**src/rtl/div_unit_pkg.sv**
```systemverilog
// rtl/div_unit_pkg.sv - shared constants for the iterative integer divider
//
// Purpose: FSM state encodings, the 32-bit word width and the quotient
// value returned for a zero divisor, shared by every file of div_unit.
// Ports: none (package).
package div_unit_pkg;

  // FSM state encodings (2 bits)
  localparam logic [1:0] ST_IDLE = 2'd0;
  localparam logic [1:0] ST_CALC = 2'd1;
  localparam logic [1:0] ST_DONE = 2'd2;

  // Width of the W (32-bit) instruction variants
  localparam int WORD_W = 32;

  // Divide-by-zero quotient is every bit set; replicated to XLEN at use
  localparam logic DIV0_QUO_BIT = 1'b1;

endpackage

```
**src/rtl/div_unit.sv**
```systemverilog
// rtl/div_unit.sv - iterative radix-2 restoring divider (div/divu/rem/remu + W forms)
//
// Purpose: one quotient bit per cycle; zero-divisor and signed-overflow
// requests are answered without iterating.
// Ports:
//   clk, rst_n           clock, asynchronous active-low reset
//   in_valid / in_ready  request handshake
//   dividend, divisor    XLEN-bit operands
//   is_signed            signed op (div/rem) vs unsigned (divu/remu)
//   is_word              32-bit W variant, result sign-extended from bit 31
//   is_rem               return remainder instead of quotient
//   kill                 flush: drop any in-flight work, return to idle
//   out_valid/out_ready  result handshake
//   result               quotient or remainder
module div_unit
  import div_unit_pkg::*;
#(
  parameter int XLEN = 64
) (
  input  logic            clk,
  input  logic            rst_n,
  input  logic            in_valid,
  output logic            in_ready,
  input  logic [XLEN-1:0] dividend,
  input  logic [XLEN-1:0] divisor,
  input  logic            is_signed,
  input  logic            is_word,
  input  logic            is_rem,
  input  logic            kill,
  output logic            out_valid,
  input  logic            out_ready,
  output logic [XLEN-1:0] result
);

  localparam int CNT_W = $clog2(XLEN) + 1;

  logic [1:0]      state;
  logic [CNT_W-1:0] cnt;
  logic [XLEN-1:0] remReg;
  logic [XLEN-1:0] quoReg;
  logic [XLEN-1:0] dvsReg;
  logic            negQ;
  logic            negR;
  logic            wordOp;
  logic            remOp;

  // Narrow W results are always sign-extended from bit 31
  function automatic logic [XLEN-1:0] fmtWord(input logic [XLEN-1:0] x, input logic w);
    fmtWord = w ? {{(XLEN-WORD_W){x[WORD_W-1]}}, x[WORD_W-1:0]} : x;
  endfunction

  // ---------------- request decode ----------------
  logic [XLEN-1:0] effDvd;
  logic [XLEN-1:0] effDvs;
  logic [XLEN-1:0] magDvd;
  logic [XLEN-1:0] magDvs;
  logic [XLEN-1:0] minNeg;
  logic            dvdNeg;
  logic            dvsNeg;
  logic            isDivZero;
  logic            isOverflow;

  always_comb begin
    effDvd = dividend;
    effDvs = divisor;
    if (is_word) begin
      effDvd = {{(XLEN-WORD_W){is_signed & dividend[WORD_W-1]}}, dividend[WORD_W-1:0]};
      effDvs = {{(XLEN-WORD_W){is_signed & divisor[WORD_W-1]}}, divisor[WORD_W-1:0]};
    end
    dvdNeg = is_signed & effDvd[XLEN-1];
    dvsNeg = is_signed & effDvs[XLEN-1];
    magDvd = dvdNeg ? -effDvd : effDvd;
    magDvs = dvsNeg ? -effDvs : effDvs;
    // Most-negative value of the effective width, already sign-extended
    minNeg = is_word ? {{(XLEN-WORD_W+1){1'b1}}, {(WORD_W-1){1'b0}}}
                     : {1'b1, {(XLEN-1){1'b0}}};
    isDivZero  = (effDvs == '0);
    isOverflow = is_signed && (effDvd == minNeg) && (effDvs == '1);
  end

  // ---------------- one restoring step ----------------
  // The dividend magnitude sits left-aligned in quoReg and is shifted out
  // MSB-first into the partial remainder while quotient bits shift in at
  // the bottom, so for W ops the quotient ends up in the low 32 bits.
  logic [XLEN:0]   shifted;
  logic [XLEN:0]   diff;
  logic            fits;
  logic [XLEN-1:0] remNext;
  logic [XLEN-1:0] quoNext;
  logic [XLEN-1:0] qSigned;
  logic [XLEN-1:0] rSigned;
  logic [XLEN-1:0] finalRes;

  always_comb begin
    shifted  = {remReg, quoReg[XLEN-1]};
    diff     = shifted - {1'b0, dvsReg};
    fits     = ~diff[XLEN];
    remNext  = fits ? diff[XLEN-1:0] : shifted[XLEN-1:0];
    quoNext  = {quoReg[XLEN-2:0], fits};
    qSigned  = negQ ? -quoNext : quoNext;
    rSigned  = negR ? -remNext : remNext;
    finalRes = fmtWord(remOp ? rSigned : qSigned, wordOp);
  end

  assign in_ready  = (state == ST_IDLE) && !kill;
  assign out_valid = (state == ST_DONE);

  // ---------------- state ----------------
  always_ff @(posedge clk or negedge rst_n) begin
    if (!rst_n) begin
      state  <= ST_IDLE;
      cnt    <= '0;
      remReg <= '0;
      quoReg <= '0;
      dvsReg <= '0;
      negQ   <= 1'b0;
      negR   <= 1'b0;
      wordOp <= 1'b0;
      remOp  <= 1'b0;
      result <= '0;
    end else if (kill) begin
      state <= ST_IDLE;
    end else begin
      case (state)
        ST_IDLE: begin
          if (in_valid) begin
            negQ   <= dvdNeg ^ dvsNeg;
            negR   <= dvdNeg;
            wordOp <= is_word;
            remOp  <= is_rem;
            dvsReg <= magDvs;
            if (isDivZero) begin
              result <= fmtWord(is_rem ? effDvd : {XLEN{DIV0_QUO_BIT}}, is_word);
              state  <= ST_DONE;
            end else if (isOverflow) begin
              result <= fmtWord(is_rem ? '0 : effDvd, is_word);
              state  <= ST_DONE;
            end else begin
              remReg <= '0;
              quoReg <= is_word ? (magDvd << (XLEN - WORD_W)) : magDvd;
              cnt    <= is_word ? CNT_W'(WORD_W) : CNT_W'(XLEN);
              state  <= ST_CALC;
            end
          end
        end
        ST_CALC: begin
          remReg <= remNext;
          quoReg <= quoNext;
          cnt    <= cnt - 1'b1;
          // Last step also applies the signs, so DONE carries the final value
          if (cnt == CNT_W'(1)) begin
            result <= finalRes;
            state  <= ST_DONE;
          end
        end
        ST_DONE: begin
          if (out_ready) state <= ST_IDLE;
        end
        default: state <= ST_IDLE;
      endcase
    end
  end

endmodule

```
**config.mk**
```make
export PLATFORM = sky130hd
export DESIGN_NAME = div_unit
export DESIGN_NICKNAME = d
export VERILOG_FILES = /design/src/rtl/div_unit_pkg.sv /design/src/rtl/div_unit.sv
export SDC_FILE = /design/constraint.sdc
export NUM_CORES = 1
export LEC_CHECK = 0
export BUFFER_PORTS_ARGS = -buffer_cell sky130_fd_sc_hd__buf_2
export CORE_AREA = 4 4 284 286
export CTS_CLUSTER_SIZE = 10
export DETAILED_ROUTE_END_ITERATION = 8
export DIE_AREA = 0 0 288 290
export MAX_ROUTING_LAYER = met4
export PLACE_DENSITY_LB_ADDON = 0.12
export SLEW_MARGIN = 0
export SYNTH_ARGS = -nofsm -noshare
export SYNTH_HDL_FRONTEND = slang
export SYNTH_SLANG_ARGS = --single-unit
```
**constraint.sdc**
```tcl
create_clock -name clk -period 9.2 [get_ports clk]
set_clock_uncertainty 0.2 [all_clocks]
set_input_delay 0.92 -clock clk [delete_from_list [all_inputs] [get_ports clk]]
set_output_delay 0.92 -clock clk [all_outputs]
set_load 0.02 [all_outputs]
```
==> reports/metrics.csv <==
stage,metric,value,unit
status,outcome,"complete, no violations",
critical_path,reg2reg_slack,1.42,ns
final_layout,nets,3729,
clock_network,path_clk_slew,0.06,ns
synthesis,ys_seq_elements,269,
floorplanning,die_x,288,um
synthesis,syn_avg_cell_area,7.39,sq um
timing,slew_headroom,0.194,
route,ant_nets,0,
timing,min_period_over_period,0.846,
floorplanning,start_util,0.326,
final_layout,drive_gt1_frac,0.113,
clock_network,cts.sinks,269,
timing,slew_viol_final,0,
synthesis,syn_area,25600,sq um
floorplanning,num_io_pins,202,
critical_path,cp.arrival,8.13,ns
route,drc,0,
power,ir_worst_vdd,0.000217,V
floorplanning,rows,103,
synthesis,synth_top_area_cell,dfrtp_1,
clock_network,ctsHoldBuffers,0,
synthesis,synth.distinct_cells,107,
synthesis,yosysTopAreaCellShare,0.263,
timing,setup_tns,0,ns
synthesis,synth-async-reset-ratio,1.00,
clock_network,clockRootBuffer,clkbuf_16,
clock_network,cts_htree_levels,2,
grt,grt_use_total,0.298,
route,dr.pass1.iters,6,
timing,finalWorstSetupSlack,1.42,ns
placement,place_hpwl,98200,um
grt,grt_pass1_vias,25800,
route,wire_per_inst,27.2,um
power,p_total,8.05,mW
floorplanning,dieHeight,290,um
route,first_iter_violations,2875,
clock_network,clk_latency,0.60,ns
timing,setup_viol,0,
critical_path,crit_path_end_kind,register,
critical_path,critPathSlowestCell,nor3b_1,
clock_network,numCtsBuffers,39,
critical_path,r2r-end,result[60],
synthesis,synth.area.top_cells,"dfrtp_1, o21ai_0, nand2_1",
synthesis,yosys_warnings,0,
floorplanning,die-area,83500,sq um
route,vias_per_cell,5.95,
placement,port_buffers,201,
route,vias,27300,
critical_path,worstRegToRegCells,25,
route,finalWirelength,125000,um
critical_path,max_stage_delay,0.61,ns
grt,grt_start_max_net_pins,104,
critical_path,crit_path_start_kind,register,
synthesis,synth_edf_count,0,
timing,tightest_slew,1.20,ns
grt,grt_overflow,0,
synthesis,netlist_instances,3460,
synthesis,synth.most_common_cell,nand2_1,
critical_path,path_buf_inv,4,
synthesis,ys.flop_type,dfrtp_1,
grt,grt_pass1_wl,182000,um
critical_path,r2r-start,quoReg[63],
placement,preCtsSetupSlack,1.64,ns
power,p_leak,11.8,nW
synthesis,syn_nets,3668,
grt,antenna_found_initial,3,
power,powerDensity,281,nW/um^2
placement,gp_congestion,0.953,
critical_path,crit_fanout,16,
critical_path,path_delay_family,compound AO/OA/AOI/OAI gates,
synthesis,synth_commonest_cells,"nand2_1, o21ai_0, nor2_1",
critical_path,required,9.54,ns
min_path,hp-class,in -> async,
clock_network,clock_tree.buffer_depth,3,
critical_path,critical_path_class,reg -> reg,
final_layout,areaGrowthSynthToFinish,12.0,%
clock_network,cts_tree,built,
critical_path,crit_path_frequent_cell,inv_1,
timing,period_minus_slack,7.78,ns
synthesis,ys_seq_area_frac,0.263,
floorplanning,core_area,78400,sq um
timing,rsz0062_at_grt,no,
run,drv_cap,0,
timing,clock.fmax,128,MHz
timing,hold_viol_final,0,
clock_network,post_cts_buffers,0,
clock_network,ctsResizeCount,0,
==> flip-flops by register name, indices dropped and copies added (netlist names) <==
register,flops
quoReg,64
negQ,1
result,64
negR,1
remReg,64
cnt,7
dvsReg,64
wordOp,1
remOp,1
state,2
==> logic make-up (layout without fill, tap and decap cells) <==
| logic type | count (synthesis) | count (layout) | synth area share |
|---|---|---|---|
| AOI/OAI and AO/OA | 1229 | 1229 | 0.302 |
| xor gates and xnor gates | 243 | 243 | 0.0833 |
| adders and majority gates | 79 | 79 | 0.0383 |
| buffers and inverters | 328 | 415 | 0.0507 |
| DFF | 269 | 269 | 0.263 |
| muxes | 79 | 79 | 0.0321 |
| other | 0 | 1 | 0 |
| and+or+nand+nor | 1233 | 1233 | 0.230 |
==> worst max-delay path by stage <==
| stage | from | to | cells past startpoint |
|---|---|---|---|
| floorplan | quoReg[63] | result[60] | 29 |
| global placement | quoReg[63] | result[60] | 25 |
| detailed placement | quoReg[63] | result[60] | 25 |
| CTS | quoReg[63] | result[60] | 25 |
| global route | quoReg[63] | result[60] | 25 |
| finish | quoReg[63] | result[60] | 25 |
==> per-stage QoR <==
stage	instances	instance area [sq um]	utilization	hold WS [ns]
2_1_floorplan	3460	25600	-	0.249
4_1_cts	4597	28600	0.366	0.208
3_3_place_gp	4530	27400	0.349	0.257
6_report	4598	28600	0.366	0.153
3_5_place_dp	4530	27400	0.349	0.264
5_1_grt	4598	28600	0.366	0.245
==> cell usage in the layout, fill, tap and decap left out, types with 71 or more instances in the layout <==
cell type,Yosys,layout
nor3_1,99,99
o21ai_0,400,400
nor2_1,311,309
xor2_1,118,118
a211oi_1,71,71
dfrtp_1,269,267
nand2_1,437,436
buf_2,33,199
a21oi_1,304,304
xnor2_1,125,125
ha_1,71,71
inv_1,109,109
==> per-layer routing <==
layer	track usage	vias up	share of wire
met5	-	-	0
met4	0.0835	0	0.034
met3	0.0862	174	0.095
met2	0.429	1167	0.43
met1	0.407	13200	0.45
li1	-	12800	-
==> report_power, final <==
group          total [mW]  internal, mW  switching, mW
clock                1.56         0.908          0.651
combinational        4.36          1.39           2.96
sequential           2.13          1.59          0.545
total                8.05          3.89           4.16
==> layout make-up <==
type	instances	area, sq um
timing repair buffer	236	1310
sequential	269	6740
fill	8530	49700
inverter	112	420
multi-input combinational	2863	17600
tap	1050	1310
antenna	1	2.50
clock inverter	15	184
clock buffer	52	1070
Note: power is estimated with default switching activity, not from simulation.
